## config.mk

```make
export PLATFORM = sky130hd
export DESIGN_NAME = instr_fetch
export DESIGN_NICKNAME = d
export VERILOG_FILES = /design/src/rtl/instr_fetch.sv
export SDC_FILE = /design/constraint.sdc
export NUM_CORES = 1
export LEC_CHECK = 0
export CORE_MARGIN = 3
export CORE_UTILIZATION = 51
export CTS_CLUSTER_DIAMETER = 150
export DETAILED_ROUTE_END_ITERATION = 16
export GPL_TIMING_DRIVEN = 0
export PLACE_DENSITY = 0.92
export SYNTH_ARGS = -nofsm -noshare
export SYNTH_HDL_FRONTEND = slang
export SYNTH_SLANG_ARGS = --single-unit
```

## constraint.sdc

```tcl
create_clock -name clk_i -period 12 [get_ports clk_i]
set_input_delay 1.2 -clock clk_i [delete_from_list [all_inputs] [get_ports clk_i]]
set_output_delay 1.2 -clock clk_i [all_outputs]
set_load 0.05 [all_outputs]
```

## src/rtl/instr_fetch.sv

```systemverilog
// Instruction fetch engine: issues imem reads for pc_i, drives next_pc_o/stall_o, buffers {pc, instr, err} for decode.
// Latency: grant at t, rvalid at t+1, instr_valid_o at t+2 (zero-wait memory).
// Backpressure: imem_req_o drops once in-flight + pending-drop + buffered entries reach FIFO_DEPTH; a pop frees credit on the following cycle.
module instr_fetch #(
    parameter int FIFO_DEPTH = 2
) (
    input  logic        clk_i,
    input  logic        rst_i,
    input  logic [31:0] pc_i,
    output logic [31:0] next_pc_o,
    output logic        stall_o,
    input  logic        redirect_i,
    input  logic [31:0] redirect_pc_i,
    output logic        imem_req_o,
    output logic [31:0] imem_addr_o,
    input  logic        imem_gnt_i,
    input  logic        imem_rvalid_i,
    input  logic [31:0] imem_rdata_i,
    input  logic        imem_err_i,
    output logic        instr_valid_o,
    output logic [31:0] instr_o,
    output logic [31:0] instr_pc_o,
    output logic        instr_err_o,
    input  logic        instr_ready_i
);

    localparam int AW = $clog2(FIFO_DEPTH);
    localparam int CW = AW + 1;

    typedef struct packed {
        logic [31:0] pc;
        logic [31:0] instr;
        logic        err;
    } entry_t;

    logic [CW-1:0] outstanding;
    logic [CW-1:0] drop;
    logic [CW-1:0] fifo_count;
    logic [AW-1:0] pcq_wr;
    logic [AW-1:0] pcq_rd;
    logic [AW-1:0] fifo_wr;
    logic [AW-1:0] fifo_rd;
    logic [31:0]   pcq  [FIFO_DEPTH];
    entry_t        fifo [FIFO_DEPTH];
    entry_t        head;

    logic [CW+1:0] used;
    logic          accept;
    logic          rv_drop;
    logic          rv_live;
    logic          rv_any;
    logic          pop;

    // Credit counts every slot that a response may eventually occupy. With
    // FIFO_DEPTH=2 this sustains two fetches per three cycles; deeper buffers
    // reach one fetch per cycle.
    assign used        = {2'b00, outstanding} + {2'b00, drop} + {2'b00, fifo_count};
    assign imem_req_o  = !rst_i && !redirect_i && (used < (CW+2)'(FIFO_DEPTH));
    assign imem_addr_o = {pc_i[31:2], 2'b00};
    assign accept      = imem_req_o && imem_gnt_i;

    // Responses to wrong-path fetches are consumed first; only then does data reach the buffer.
    assign rv_drop = imem_rvalid_i && (drop != '0);
    assign rv_live = imem_rvalid_i && (drop == '0) && (outstanding != '0);
    assign rv_any  = rv_drop || rv_live;

    assign head          = fifo[fifo_rd];
    assign instr_valid_o = (fifo_count != '0) && !redirect_i;
    assign instr_o       = head.instr;
    assign instr_pc_o    = head.pc;
    assign instr_err_o   = head.err;
    assign pop           = instr_valid_o && instr_ready_i;

    // PC handshake: a redirect wins, otherwise advance only on an accepted fetch.
    always_comb begin
        stall_o   = 1'b1;
        next_pc_o = pc_i;
        if (!rst_i) begin
            if (redirect_i) begin
                stall_o   = 1'b0;
                next_pc_o = redirect_pc_i;
            end else if (accept) begin
                stall_o   = 1'b0;
                next_pc_o = pc_i + 32'd4;
            end
        end
    end

    // Counters and pointers; a redirect converts everything in flight into responses to drop.
    always_ff @(posedge clk_i or posedge rst_i) begin
        if (rst_i) begin
            outstanding <= '0;
            drop        <= '0;
            fifo_count  <= '0;
            pcq_wr      <= '0;
            pcq_rd      <= '0;
            fifo_wr     <= '0;
            fifo_rd     <= '0;
        end else if (redirect_i) begin
            outstanding <= '0;
            drop        <= outstanding + drop - CW'(rv_any);
            fifo_count  <= '0;
            pcq_wr      <= '0;
            pcq_rd      <= '0;
            fifo_wr     <= '0;
            fifo_rd     <= '0;
        end else begin
            outstanding <= outstanding + CW'(accept) - CW'(rv_live);
            drop        <= drop - CW'(rv_drop);
            fifo_count  <= fifo_count + CW'(rv_live) - CW'(pop);
            pcq_wr      <= pcq_wr + AW'(accept);
            pcq_rd      <= pcq_rd + AW'(rv_live);
            fifo_wr     <= fifo_wr + AW'(rv_live);
            fifo_rd     <= fifo_rd + AW'(pop);
        end
    end

    // Storage: in-flight PCs and returned instructions; cleared so the head reads as zero after reset.
    always_ff @(posedge clk_i or posedge rst_i) begin
        if (rst_i) begin
            for (int i = 0; i < FIFO_DEPTH; i++) begin
                pcq[i]  <= '0;
                fifo[i] <= '0;
            end
        end else begin
            if (accept) begin
                pcq[pcq_wr] <= pc_i;
            end
            if (rv_live && !redirect_i) begin
                fifo[fifo_wr] <= '{pc: pcq[pcq_rd], instr: imem_rdata_i, err: imem_err_i};
            end
        end
    end

    // A response with nothing in flight and nothing to drop is a memory-side protocol error.
    rvalid_protocol: assert property (@(posedge clk_i) disable iff (rst_i)
        imem_rvalid_i |-> (outstanding != '0 || drop != '0));

endmodule

```

## Word level (Yosys, flattened, before mapping)

Index checks and enable logic that the tools add are counted.

| storage, ports and cells | value |
|---|---|
| register bits after elaboration | 204 |
| input port bits | 103 |
| logic and storage cells | 83 |

| cells by class | value |
|---|---|
| add/subtract/negate cells | 14 |
| magnitude comparators | 7 |
| muxes and demuxes | 25 |
| bitwise operators | 4 |
| reductions and logical operators | 18 |

Operators by type and width:

| kind | count |
|---|---|
| $mux W65 | 4 |
| $mux W32 | 7 |
| $bwmux W130 | 1 |
| $demux W65 S1 | 1 |
| $bwmux W64 | 1 |
| $add A32 B3 Y32 const B | 1 |
| $demux W32 S1 | 1 |
| $logic_and A1 B1 Y1 | 11 |
| $ge A2 B2 Y1 const B | 4 |
| $not A1 Y2 | 4 |
| $sub A2 B1 Y2 | 4 |
| $mux W1 | 7 |
| $mux W2 | 3 |
| $reduce_bool A2 Y1 | 3 |
| $add A1 B1 Y1 | 4 |
| $add A2 B1 Y2 | 2 |
| $add A3 B2 Y4 | 1 |
| $lt A2 B1 Y1 const B | 2 |
| $lt A4 B2 Y1 const B | 1 |
| $add A2 B2 Y3 | 1 |
| $add A2 B2 Y2 | 1 |
| $logic_not A1 Y1 | 2 |
| $logic_not A2 Y1 | 1 |
| $logic_or A1 B1 Y1 | 1 |

## Logic depth before layout (Yosys ltp)

Gate-level depths: netlist (run 1).

| depth | value |
|---|---|
| word-level depth | 8 |
| depth in mapped cells | 14 |
| depth with buffers taken out | 13 |

## Worst setup path after synthesis (run 1)

OpenSTA, ideal clock, no wires.

| timing | value |
|---|---|
| path type | input -> output |
| start point | in rst_i |
| end point | out next_pc_o[30] |
| data arrival time | 9.109 ns |
| data required time | 10.800 ns |
| slack | 1.691 ns |
| stages on the path | 4 |
| path buffers | 1 |
| path through | inv_1 -> clkbuf_1 -> o21ai_0 -> a2bb2oi_1 |

| between the ends | value |
|---|---|
| word-level cells in the longest chain between the ends | 7 |

RTL lines:

| what | RTL line | RTL |
|---|---|---|
| start, declared | 8 | `input logic rst_i,` |
| $logic_not A1 Y1 (no source line) | - |  |
| $logic_and A1 B1 Y1 (2 in a row) | 58 | `assign imem_req_o = !rst_i && !redirect_i && (used < (CW+2)'(FIFO_DEPTH));` |
| $logic_and A1 B1 Y1 | 60 | `assign accept = imem_req_o && imem_gnt_i;` |
| $mux W32 | 82 | `end else if (accept) begin` |
| $mux W32 | 79 | `if (redirect_i) begin` |
| $mux W32 * | 78 | `if (!rst_i) begin` |
| end, declared | 10 | `output logic [31:0] next_pc_o,` |

Every way passes the cells marked *; elsewhere a longest branch is shown, timed or not.

## Worst setup path after layout (run 1)

| timing | value |
|---|---|
| start point | reg outstanding[1] |
| end point | out next_pc_o[31] |

| between the ends | value |
|---|---|
| word-level cells in the longest chain between the ends | 8 |

RTL lines:

| what | RTL line | RTL |
|---|---|---|
| start, declared | 36 | `logic [CW-1:0] outstanding;` |
| start signal, assigned | 108 | `outstanding <= outstanding + CW'(accept) - CW'(rv_live);` |
| $add A2 B2 Y3 | 57 | `assign used = {2'b00, outstanding} + {2'b00, drop} + {2'b00, fifo_count};` |
| $add A3 B2 Y4 | 57 |  |
| $lt A4 B2 Y1 | 58 |  |
| $logic_and A1 B1 Y1 | 58 |  |
| $logic_and A1 B1 Y1 | 60 |  |
| $mux W32 | 82 |  |
| $mux W32 | 79 |  |
| $mux W32 | 78 |  |

No other way between the ends.

==> results of run 1 <==
## state kept, by name (all words and copies together), names as in the netlist
name and cells:
fifo_count 2, fifo_wr 1, pcq 64, pcq_rd 1, drop 2, fifo 130
outstanding 2, pcq_wr 1, fifo_rd 1
## metal layers
| metal | routed length [um] | part of all wire [%] |
|---|---|---|
| met1 | 12070 | 41 |
| met3 | 2118 | 7.1 |
| met2 | 14660 | 49 |
| met5 | 0 | 0 |
| met4 | 927 | 3.1 |
## power by group
group	total, mW	internal [mW]	switching (mW)
Clock	0.698	0.431	0.267
Sequential	0.949	0.853	0.0962
Combinational	1.01	0.408	0.602
## worst max-delay path by stage
stage / from / end / slack, ns / cells after the start
2_1_floorplan: rst_i / next_pc_o[30] / 1.69 / 4
3_3_place_gp: rst_i / next_pc_o[30] / -1.20 / 6
3_5_place_dp: pc_i[20] / next_pc_o[27] / 6.34 / 8
4_1_cts: drop[1] / next_pc_o[27] / 6.15 / 11
5_1_grt: outstanding[1] / next_pc_o[27] / 5.91 / 11
6_report: outstanding[1] / next_pc_o[31] / 6.15 / 11
## cells by family (layout without fill, tap and decap cells)
| kind of cell | count (synthesis) | in the layout | share of synthesized area, % |
|---|---|---|---|
| muxes | 236 | 236 | 25.50 |
| other | 1 | 2 | 0.03669 |
| buffers and inverters | 108 | 377 | 5.215 |
| DFF | 204 | 204 | 49.95 |
| adders and majority gates | 14 | 14 | 1.788 |
| xor gates and xnor gates | 15 | 15 | 1.286 |
| AOI/OAI and AO/OA | 134 | 134 | 7.652 |
| and+or+nand+nor | 183 | 183 | 8.570 |
## worst max-delay path, stage by stage (launching register included)
cell             delay (ns)
dfrtp_1                0.39
inv_1                  0.11
fa_1                   0.55
inv_1                  0.05
ha_1                   0.30
or3b_4                 0.41
or4_1                  0.53
clkbuf_2               0.19
nor4_2                 0.30
mux2i_1                0.32
o221a_2                0.23
clkdlybuf4s50_1        0.80
## through the flow
step	hold slack [ns]	total power, mW	area, um^2	setup WS [ns]	cells
floorplan	0.4444	1.616	10220	1.691	896
global placement	0.4549	1.910	12840	-1.197	1389
detailed placement	0.4645	1.953	12920	6.336	1392
CTS	0.4780	2.666	13670	6.152	1430
global route	0.4983	2.768	13670	5.907	1430
finish	0.4766	2.657	13670	6.146	1430
## synth_stat cells (2+ instances only)
library cell / instances / area (um^2)
a211oi_1: 5 / 37.54
a21oi_1: 49 / 245.2
a2bb2oi_1: 3 / 26.28
a311oi_1: 4 / 35.03
a31oi_1: 2 / 12.51
and2_1: 4 / 25.02
and3_1: 6 / 37.54
and4_1: 5 / 43.79
buf_1: 12 / 45.04
buf_2: 5 / 25.02
buf_4: 32 / 240.2
clkbuf_1: 39 / 146.4
dfrtp_1: 204 / 5105
ha_1: 13 / 162.7
inv_1: 18 / 67.56
mux2_2: 195 / 2196
mux2i_1: 41 / 410.4
nand2_1: 61 / 229.0
nand3_1: 8 / 40.04
nand4_1: 10 / 62.56
nor2_1: 55 / 206.5
nor2b_1: 5 / 31.28
nor3_1: 14 / 70.07
nor3b_1: 2 / 15.01
o21ai_0: 41 / 205.2
o221a_2: 2 / 22.52
o22a_1: 3 / 26.28
o22ai_1: 18 / 112.6
or2_2: 2 / 12.51
or3_1: 2 / 12.51
xnor2_1: 8 / 70.07
xor2_1: 7 / 61.31
## cell type report
cell class | instances | area (um^2)
timing repair buffer | 231 | 2357
clock inverter | 7 | 116.4
tap | 265 | 331.6
fill | 1419 | 5924
inverter | 19 | 71.32
buffer | 89 | 465.4
sequential | 204 | 5105
clock buffer | 31 | 633.1
multi-input combinational | 584 | 4586
## placed cells by master (no fill, tap or decap), types with 21 or more instances in the layout
cell type and n:
nand2_1 61, mux2_2 195, clkbuf_16 21, buf_4 32, clkdlybuf4s50_1 228, o21ai_0 41
mux2i_1 41, a21oi_1 49, nor2_1 55, clkbuf_1 41, dfrtp_1 204
==> flow_summary.toml, run 1 <==
[run_status]
outcome = "finished, final reports clean"

[setup_path]
rrSetupSlack_ns = 8.09
r2r_end = "pcq[49]"
start_kind = "register"
end_kind = "output pin"
required_ns = 10.80
cp.arrival_ns = 4.65
crit_path_max_fanout = 7
reg2reg_depth = 11
critPathKind = "register to output pin"
r2r_start = "outstanding[1]"

[cts]
path_clk_slew_ns = 0.06
clock_latency_ns = 0.50
cts_setup_buffers = 0
cts_tree = "yes"
clock_sinks = 204
hold_buffers = 0
cts_resized = 0
h-tree-depth = 1
clockBufferDepth = 3
cts_root_buf = "clkbuf_16"
cts_buffers = 21

[yosys]
syn_area_per_cell_um2 = 11.42
syn_inst = 895
async_reset_ff_share_pct = 100.0
seq_area_frac_synth_pct = 49.95
ys.warnings.count = 0
synth_edf_count = 0
ys_ff_latch = 204
ys_types = 52
synth_area_mm2 = 0.01022
synth_flop_cell = "dfrtp_1"

[global_routing]
grt_pass1_wl_mm = 46.91
grtUsageMet1_pct = 34.81
overflow = 0
use_met2_pct = 46.00
grt.busiest_layer = "met2"
grt_use_met3_pct = 5.028
grt_pass1_vias = 8635
grt_max_degree = 69
antenna_found_initial = 0
grtUsageTotal_pct = 26.94

[sta]
tns_ns = 0
fin_worst_skew_ns = 0.02252
rsz0062_at_grt = "false"
relSlewSlack_pct = 14.00
slew_violations = 0
clock.fmax_mhz = 170.8
post-route-period-util_pct = 48.78
tightest_slew_ns = 1.280
setup_violations = 0
fin_crit_ns = 5.854
finalHoldViolCount = 0

[power_and_ir_drop]
irDropWorstVdd_mv = 0.09551
leakage_nw = 6.074
power_density_mw_per_mm2 = 194.4

[place]
hpwlAfterDp_mm = 21.48
gp_congestion = 0.9152
io_buffers = 228

[finish]
utilization_pct = 69.76
nNetsFinal = 1267
antenna_cells = 0
drive_above_1_share_pct = 24.29
synthToLayoutAreaGrowth_pct = 33.72

[drt]
drtAntennaViolNets = 0
drt_iter0_markers = 568
viasPerCell = 5.702
wl_per_cell_um = 20.82
vias = 8154
dr.pass1.iters = 5
wirelength_mm = 29.78
drc = 0

[min_path]
worstHoldEndpoint = "fifo[39]"
min-delay-start = "fifo[39]"
hp-class = "register to register"
whs_path_depth = 2

[die]
io-pin-count = 235
die_height_um = 147.6
placementRows = 51
initial_utilization_pct = 52.17
dieArea_mm2 = 0.02177
core_mm2 = 0.01959
dieWidth_um = 147.6

[flow_run]
cap_violations = 0
(Power assumes the default switching activity.)
==> run 2: changes to the inputs <==
clock period = 5.79 ns   (was 12 ns; I/O delays follow)
==> flow_summary.toml, run 2 (same netlist as run 1, synthesis figures left out) <==
[sta]
post-route-period-util_pct = 90.56
finalHoldViolCount = 0
relSlewSlack_pct = 18.95
setup_violations = 0
fin_worst_skew_ns = 0.02038
slew_violations = 0
hold_ws_ns = 0.4742
rsz0062_at_grt = "false"
tightest_slew_ns = 1.206
clock.fmax_mhz = 190.7
fin_crit_ns = 5.243
tns_ns = 0

[place]
place_area_mm2 = 0.01287
hpwlAfterDp_mm = 21.50
io_buffers = 228
gp_congestion = 0.9293

[power_and_ir_drop]
power_mw = 5.453
irDropWorstVdd_mv = 0.1872
power_density_mw_per_mm2 = 400.9
leakage_nw = 6.051

[finish]
utilization_pct = 69.43
regMostFlops = "fifo"
final_common_cell = "clkdlybuf4s50_1"
largest_register_ffs = 130
drive_above_1_share_pct = 24.14
synthToLayoutAreaGrowth_pct = 33.08
nNetsFinal = 1266
num-fill-cells = 1358
mostFrequentLayoutCells = "clkdlybuf4s50_1, dfrtp_1, mux2_2"
antenna_cells = 0
fin_area_mm2 = 0.01360
top_regs = "fifo: 130 flops, pcq: 64 flops"

[cts]
cts_tree = "yes"
clock_latency_ns = 0.51
cts_buffers = 22
hold_buffers = 0
clockBufferDepth = 3
h-tree-depth = 1
clock_sinks = 204
cts_root_buf = "clkbuf_16"
path_clk_slew_ns = 0.06
cts_resized = 0
cts_setup_buffers = 0

[setup_path]
crit_slowest_cell = "clkdlybuf4s50_1"
path_cells = "inv_1 -> fa_1 -> inv_1 -> ha_1 -> or3b_4 -> or4_1 -> clkbuf_2 -> nor4_2 -> mux2i_1 -> o221a_2 -> clkdlybuf4s50_1"
critPathKind = "register to output pin"
cp.arrival_ns = 4.66
critical-path-max-stage-delay_ns = 0.80
start_kind = "register"
end_kind = "output pin"
required_ns = 5.21
crit_family = "simple AND/OR/NAND/NOR gates"
crit_path_max_fanout = 7
worst-path-buf-inv = 4
crit_path_frequent_cell = "inv_1"

[global_routing]
grt_pass1_wl_mm = 47.10
overflow = 0
antenna_found_initial = 0
grtUsageTotal_pct = 27.08
grt_max_degree = 120
grt_pass1_vias = 8627

[die]
placementRows = 51
die_height_um = 147.6
dieWidth_um = 147.6
io-pin-count = 235
dieArea_mm2 = 0.02177
core_mm2 = 0.01959
initial_utilization_pct = 52.17

[run_status]
outcome = "finished, final reports clean"

[drt]
wl_per_cell_um = 21.13
drc = 0
dr.pass1.iters = 5
viasPerCell = 5.758
drtAntennaViolNets = 0
drt_iter0_markers = 522
wirelength_mm = 30.20
vias = 8228

[flow_run]
cap_violations = 0

[min_path]
hp-class = "register to register"
## run 2: changes by cell type in the layout (fill, tap and decap cells not counted)
cell / before / now
clkbuf_1: 41 / 42
buf_12: 1 / 0
clkbuf_4: 1 / 0
buf_16: 2 / 1
clkbuf_16: 21 / 23
inv_8: 0 / 1
clkinvlp_4: 1 / 0
clkbuf_8: 7 / 6
clkinv_2: 2 / 5
bufinv_16: 3 / 1
inv_6: 1 / 0
## run 2: path summary, 6_finish.rpt
| check | start | end | slack (ns) | cells after the start |
|---|---|---|---|---|
| setup / recovery | drop[1] | next_pc_o[31] | 0.55 | 11 |
| hold / removal | fifo[49] | fifo[49] | 0.47 | 2 |
| setup reg to reg | drop[1] | pcq[63] | 1.95 | 11 |
| hold reg to reg | fifo[49] | fifo[49] | 0.47 | 2 |
| max in group asynchronous | rst_i | fifo[17] | 3.85 | 4 |
| min in group asynchronous | rst_i | pcq[42] | 0.92 | 3 |
## run 2: worst reg2reg max path, delay by kind of cell, from the launching register on
family	cells	cell delay [ns]
adder cells (fa/ha/maj)	3	1.03
multiplexers	1	0.41
AND/OR/NAND/NOR	2	0.55
buffers and inverters	5	1.29
flip-flops	1	0.44
## run 2: cell type report
cell class	instances	area (um^2)	area share, %
clock buffer	32	659.4	4.848
timing repair buffer	229	2310	16.98
multi-input combinational	584	4586	33.72
buffer	89	471.7	3.468
inverter	19	71.32	0.5244
sequential	204	5105	37.53
tap	265	331.6	2.438
clock inverter	7	66.31	0.4876
## run 2: per-stage QoR
step,setup WS (ns),std cells
final,0.5466,1429
after detailed placement,1.130,1390
after global routing,0.4296,1429
after floorplan,0.3282,896
after CTS,0.5919,1429
after global placement,-1.444,1389
## run 2: report_power, final
| group | switching, mW | total, mW | internal (mW) |
|---|---|---|---|
| clock | 0.561 | 1.40 | 0.836 |
| combinational | 1.25 | 2.09 | 0.842 |
| sequential | 0.196 | 1.96 | 1.77 |
| total | 2.01 | 5.45 | 3.45 |
## run 2: per-layer routing
layer  part of all wire, %  GRT usage, %  vias up
met5                     0             0        -
met4                   2.7         8.481        0
met3                   6.7         4.292       63
met2                    50         47.65      367
met1                    41         34.52     4150
li1                      -             -     3648
